## src/rtl/mmul_param_if.sv

```systemverilog
// Bus bundle for mmul_param: operation request, operand matrices and result/status.
interface mmul_param_if #(
    parameter int N = 3,
    parameter int W = 8
);
    logic               start;
    logic               acc_mode;
    logic               sat_mode;
    logic [N*N*W-1:0]   mat_a;
    logic [N*N*W-1:0]   mat_b;
    logic [N*N*W-1:0]   mat_c;
    logic               busy;
    logic               done;
    logic               ovf;

    modport master (output start, acc_mode, sat_mode, mat_a, mat_b,
                    input  mat_c, busy, done, ovf);
    modport slave  (input  start, acc_mode, sat_mode, mat_a, mat_b,
                    output mat_c, busy, done, ovf);
endinterface

```

## src/rtl/mmul_param.sv

```systemverilog
// Sequential signed NxN matrix multiplier, one MAC per cycle, with optional
// accumulate into the previous result and wrap/saturate reduction to W bits.
module mmul_param #(
    parameter int N = 3,
    parameter int W = 8
) (
    input  logic         clk,
    input  logic         reset,
    mmul_param_if.slave  bus
);
    localparam int NN = N * N * W;
    localparam int IW = (N > 1) ? $clog2(N) : 1;
    localparam int AW = 2 * W + $clog2(N) + 1;
    localparam logic signed [AW-1:0] MAXV = AW'((1 << (W - 1)) - 1);
    localparam logic signed [AW-1:0] MINV = AW'(-(1 << (W - 1)));
    localparam logic [IW-1:0]        LAST = IW'(N - 1);

    typedef enum logic [1:0] {IDLE, RUN, DONE} state_t;
    state_t state_q, state_d;

    logic [NN-1:0]          a_q, b_q, shadow_q, shadow_d, mat_c_q;
    logic                   acc_mode_q, sat_mode_q, ovf_trk_q, ovf_q;
    logic [IW-1:0]          i_q, j_q, k_q;
    logic signed [AW-1:0]   acc_q, base, sum;
    logic signed [W-1:0]    a_el, b_el, c_el, red;
    logic signed [2*W-1:0]  prod;
    logic                   k_last, last, over, under, busy, done;

    always_ff @(posedge clk or posedge reset) begin
        if (reset) state_q <= IDLE;
        else       state_q <= state_d;
    end

    always_comb begin
        state_d = state_q;
        case (state_q)
            IDLE:    if (bus.start) state_d = RUN;
            RUN:     if (last) state_d = DONE;
            DONE:    state_d = IDLE;
            default: state_d = IDLE;
        endcase
    end

    always_comb begin
        busy = (state_q != IDLE);
        done = (state_q == DONE);
    end

    always_comb begin
        a_el   = a_q[(int'(i_q) * N + int'(k_q)) * W +: W];
        b_el   = b_q[(int'(k_q) * N + int'(j_q)) * W +: W];
        c_el   = mat_c_q[(int'(i_q) * N + int'(j_q)) * W +: W];
        prod   = a_el * b_el;
        k_last = (k_q == LAST);
        last   = k_last && (j_q == LAST) && (i_q == LAST);
        if (k_q == '0)
            base = acc_mode_q ? {{(AW - W){c_el[W-1]}}, c_el} : '0;
        else
            base = acc_q;
        sum   = base + {{(AW - 2 * W){prod[2*W-1]}}, prod};
        over  = (sum > MAXV);
        under = (sum < MINV);
        red   = sum[W-1:0];
        if (sat_mode_q && over)  red = MAXV[W-1:0];
        if (sat_mode_q && under) red = MINV[W-1:0];
        shadow_d = shadow_q;
        if (k_last) shadow_d[(int'(i_q) * N + int'(j_q)) * W +: W] = red;
    end

    // The final element is merged via shadow_d so mat_c updates in one edge.
    always_ff @(posedge clk or posedge reset) begin
        if (reset) begin
            a_q        <= '0;
            b_q        <= '0;
            acc_mode_q <= 1'b0;
            sat_mode_q <= 1'b0;
            i_q        <= '0;
            j_q        <= '0;
            k_q        <= '0;
            acc_q      <= '0;
            shadow_q   <= '0;
            mat_c_q    <= '0;
            ovf_trk_q  <= 1'b0;
            ovf_q      <= 1'b0;
        end else if (state_q == IDLE) begin
            if (bus.start) begin
                a_q        <= bus.mat_a;
                b_q        <= bus.mat_b;
                acc_mode_q <= bus.acc_mode;
                sat_mode_q <= bus.sat_mode;
                i_q        <= '0;
                j_q        <= '0;
                k_q        <= '0;
                ovf_trk_q  <= 1'b0;
            end
        end else if (state_q == RUN) begin
            acc_q    <= sum;
            shadow_q <= shadow_d;
            if (k_last) begin
                k_q       <= '0;
                ovf_trk_q <= ovf_trk_q | over | under;
                if (j_q == LAST) begin
                    j_q <= '0;
                    i_q <= (i_q == LAST) ? '0 : i_q + 1'b1;
                end else begin
                    j_q <= j_q + 1'b1;
                end
            end else begin
                k_q <= k_q + 1'b1;
            end
            if (last) begin
                mat_c_q <= shadow_d;
                ovf_q   <= ovf_trk_q | over | under;
            end
        end
    end

    assign bus.mat_c = mat_c_q;
    assign bus.ovf   = ovf_q;
    assign bus.busy  = busy;
    assign bus.done  = done;
endmodule

```

## src/flat_wrapper.sv

```systemverilog
// flat-port wrapper written by rule: the top's interface ports become plain ports
module mmul_param_flat 
#(
    parameter int N = 3,
    parameter int W = 8
)
  (clk, reset, bus_start, bus_acc_mode, bus_sat_mode, bus_mat_a, bus_mat_b, bus_mat_c, bus_busy, bus_done, bus_ovf);
  mmul_param_if #(.N(N), .W(W)) bus_i ();
  input  logic clk;
  input  logic reset;
  input wire logic [$bits(bus_i.start)-1:0] bus_start;
  input wire logic [$bits(bus_i.acc_mode)-1:0] bus_acc_mode;
  input wire logic [$bits(bus_i.sat_mode)-1:0] bus_sat_mode;
  input wire logic [$bits(bus_i.mat_a)-1:0] bus_mat_a;
  input wire logic [$bits(bus_i.mat_b)-1:0] bus_mat_b;
  output wire logic [$bits(bus_i.mat_c)-1:0] bus_mat_c;
  output wire logic [$bits(bus_i.busy)-1:0] bus_busy;
  output wire logic [$bits(bus_i.done)-1:0] bus_done;
  output wire logic [$bits(bus_i.ovf)-1:0] bus_ovf;
  assign bus_i.start = bus_start;
  assign bus_i.acc_mode = bus_acc_mode;
  assign bus_i.sat_mode = bus_sat_mode;
  assign bus_i.mat_a = bus_mat_a;
  assign bus_i.mat_b = bus_mat_b;
  assign bus_mat_c = bus_i.mat_c;
  assign bus_busy = bus_i.busy;
  assign bus_done = bus_i.done;
  assign bus_ovf = bus_i.ovf;
  mmul_param #(.N(N), .W(W)) u_core (.clk(clk), .reset(reset), .bus(bus_i));
endmodule
```

## config.mk

```make
export PLATFORM = sky130hd
export DESIGN_NAME = mmul_param_flat
export DESIGN_NICKNAME = d
export VERILOG_FILES = /design/src/rtl/mmul_param_if.sv /design/src/rtl/mmul_param.sv /design/src/flat_wrapper.sv
export SDC_FILE = /design/constraint.sdc
export NUM_CORES = 1
export LEC_CHECK = 0
export ABC_AREA = 1
export CELL_PAD_IN_SITES_DETAIL_PLACEMENT = 1
export CELL_PAD_IN_SITES_GLOBAL_PLACEMENT = 1
export CORE_MARGIN = 10
export CORE_UTILIZATION = 40
export CTS_CLUSTER_SIZE = 10
export DETAILED_ROUTE_END_ITERATION = 6
export GPL_ROUTABILITY_DRIVEN = 1
export MAX_ROUTING_LAYER = met4
export PLACE_DENSITY = 0.77
export SYNTH_ARGS = -nofsm -noshare
export SYNTH_HDL_FRONTEND = slang
export SYNTH_SLANG_ARGS = --single-unit
```

## constraint.sdc

```tcl
create_clock -name clk -period 18.8 [get_ports clk]
set_input_delay 3.76 -clock clk [delete_from_list [all_inputs] [get_ports clk]]
set_output_delay 3.76 -clock clk [all_outputs]
set_load 0.05 [all_outputs]
```

==> metrics.md <==
| Metric | Value |
|---|---|
| Register area share after synthesis | 40.6% |
| Fmax | 97.8 MHz |
| RR Startpoint | u_core.i_q[0] |
| Area of the core | 0.0487 sq mm |
| Cts bufs inserted | 40 |
| Initial antenna violation count | 3 |
| Critical Path Sink Type | flop |
| CTS sink cnt | 319 |
| Worst-path fanout max | 24 |
| Drt total wl | approximately 69 mm |
| Setup Buffers After CTS | 0 |
| Die area | 0.0585 sq mm |
| Fraction of layout cells with a size suffix above 1 | 9.61% |
| Final setup viols | 0 |
| RSZ-0062 raised after global routing | no |
| Detailed Routing Iterations Pass 1 | 5 |
| CP Class | reg -> reg |
| Fin. Hold Viols | 0 |
| Post-Syn Nets | 2,737 |
| Synth cell types | 50 |
| Tcrit/Tclk final | 54.4% |
| Via count | 17,500 |
| Beginning of the critical path | u_core.i_q[0] |
| Min-delay src | u_core.shadow_q[28] |
| GR Overflow Total | 0 |
| Worst hold path depth | 2 |
| Dominant synthesized flop cell | dfrtp_1 |
| Setup Skew | roughly 0.027 ns |
| Warnings, synthesis | 0 |
| Synth-to-Final Area Change | 20.3% |
| Max-cap viol count | 0 |
| Startpoint types | flop |
| Total track usage | roughly a quarter |
| Longest Clk Path Bufs | 3 |
| Commonest non-fill, non-tap cell in the layout | nand2_1 |
| Row cnt | 81 |
| Status | complete, no violations |
| Setup TNS | 0 ns |
| Slew HR | 27.7% |
| Max stage delay on crit path | about 0.65 ns |
| Initial Util | 40.4% |
| Clock-pin slew on the worst setup and hold paths | 0.06 ns |
| Post-synth ARST share | 100% |
| CTS tree | built |
| Crit path max-delay cell type | inv_1 |
| Syn avg cell area | 7.99 sq um |
| Max Slew Vio Count | 0 |
| Root Driver | clkbuf_16 |
| Antenna-violating nets left | 0 |
| Post-synth EDFFs | 0 |
| DR WL/cell | 20.8 microns |
| Cells after Synth | about 2,500 |
| Hold_ws | 0.477 ns |
| Die height | ~240 microns |
| Net count, final | 2,914 |
| IO Pins | 224 |
| HP Class | reg -> reg |
| Worst r2r path cells | between 40 and 50 |
| Htree depth | 2 |
| CP arrival | 10.70 ns |
| Post-route DRC | 0 |
| #FFs+latches synth | 319 |
| Worst Max-Slew Pin Slew | 1.08 ns |
| Vias in the first global route | 19,100 |
| Most frequent cells in the layout | nand2_1 (735), dfrtp_1 (319), inv_1 (279) |
| Cts repair resizes | 0 |
| WP data required | 19.28 ns |
| Minimum clock period | 10.23 ns |
| Skew-Pair Late Insertion Delay | 0.56 ns |
| Hold bufs inserted after CTS | 0 |
| Post-Synthesis Cell Area | 0.0197 sq mm |
| First-pass GRT wire length | 109 mm |
| Vias/cell | 5.26 |
| Width of the die | 242 microns |
| Crit-path most repeated cell | inv_1 |
| Port Buf Inserts | 223 |
| HPWL after DPL | between 50 and 60 mm |
| Largest net degree at the start of global routing | 95 |
| Final RePlAce weighted congestion | 0.907 |
| Starting DRT DRC Count | 1,167 |
[metrics by stage]
stage               area [sq um]  utilization [%]  setup slack, ns  cells
global placement           22500             46.1             9.01   3261
finish                     23700             48.5             8.57   3321
global route               23700             48.5             7.62   3321
detailed placement         22500             46.1             8.59   3261
CTS                        23700             48.5             8.52   3318
floorplan                  19700                -             6.21   2462
[cell usage after synthesis (2+ instances only)]
library cell | n | area [sq um]
nand3_1 | 115 | 576
a21oi_1 | 150 | 751
inv_1 | 281 | 1050
nand2_2 | 13 | 81.3
mux2_2 | 120 | 1350
buf_2 | 5 | 25.0
nor2_1 | 174 | 653
dfrtp_1 | 319 | 7980
fa_1 | 59 | 1180
nand2_1 | 736 | 2760
o211ai_1 | 10 | 75.1
buf_1 | 21 | 78.8
clkbuf_1 | 73 | 274
o21ai_2 | 2 | 17.5
a211oi_1 | 5 | 37.5
a22oi_1 | 16 | 120
nor2_4 | 6 | 67.6
o21ai_1 | 36 | 180
xor2_1 | 12 | 105
ha_1 | 67 | 838
a32o_1 | 6 | 60.1
nor3_1 | 7 | 35.0
o311ai_0 | 7 | 61.3
nand3_2 | 10 | 100
nor2_2 | 6 | 37.5
nand4_1 | 19 | 119
xnor2_1 | 11 | 96.3
a31oi_1 | 4 | 25.0
inv_2 | 20 | 75.1
o21bai_1 | 7 | 52.6
o21ai_0 | 123 | 616
buf_4 | 2 | 15.0
nor3_2 | 3 | 30.0
[layout make-up]
class / instances / area, sq um
Antenna cell: 3 / 7.51
Clock buffer: 53 / 1120
Clock inverter: 4 / 70.1
Fill cell: 5855 / 25100
Inverter: 303 / 1150
Multi-Input combinational cell: 1738 / 10200
Sequential cell: 319 / 7980
Tap cell: 664 / 831
Timing Repair Buffer: 237 / 2340
[worst paths after layout]
check / to / slack [ns]
max: u_core.bus.mat_c[63] / 8.57
min: u_core.shadow_q[28] / 0.48
max reg2reg: u_core.bus.mat_c[63] / 8.57
min reg2reg: u_core.shadow_q[28] / 0.48
max in group asynchronous: u_core.b_q[46] / 13.18
min in group asynchronous: u_core.shadow_q[52] / 3.74
[kinds of logic after synthesis]
logic type / Yosys count / share of synthesized area, %
multiplexers: 120 / 6.87
AND/OR/NAND/NOR: 1097 / 23.0
XOR/XNOR: 23 / 1.02
AO/OA/AOI/OAI: 372 / 10.4
adder cells (fa/ha/maj): 126 / 10.3
buffers and inverters: 405 / 7.87
flip-flops: 319 / 40.6
[sequential cells by signal, summed over array words and instances (netlist names)]
name,cells
u_core.ovf_trk_q,1
u_core.a_q,72
u_core.state_q,2
u_core.k_q,2
u_core.i_q,2
u_core.bus.ovf,1
u_core.acc_mode_q,1
u_core.acc_q,19
u_core.b_q,72
u_core.j_q,2
u_core.shadow_q,72
u_core.bus.mat_c,72
u_core.sat_mode_q,1
[worst max-delay path, delay by kind of cell, from the launching register on]
family                   cells  cell delay [ns]
AO/OA/AOI/OAI               14             2.25
XOR/XNOR                     1             0.13
adder cells (fa/ha/maj)      8             3.71
buffers and inverters        9             1.41
flip-flops                   1             0.44
AND/OR/NAND/NOR             14             2.18
[per-layer routing]
metal | vias up | track usage, % | wire (microns)
met3 | 87 | 2.68 | 2520
li1 | 8206 | - | -
met1 | 8857 | 30.6 | 31200
met2 | 317 | 39.5 | 33900
met4 | 0 | 6.88 | 1530
met5 | - | - | 0
Power is left out: the tool's default activity adds up to more than one toggle a clock period on the data nets, which glitch-free logic cannot reach.
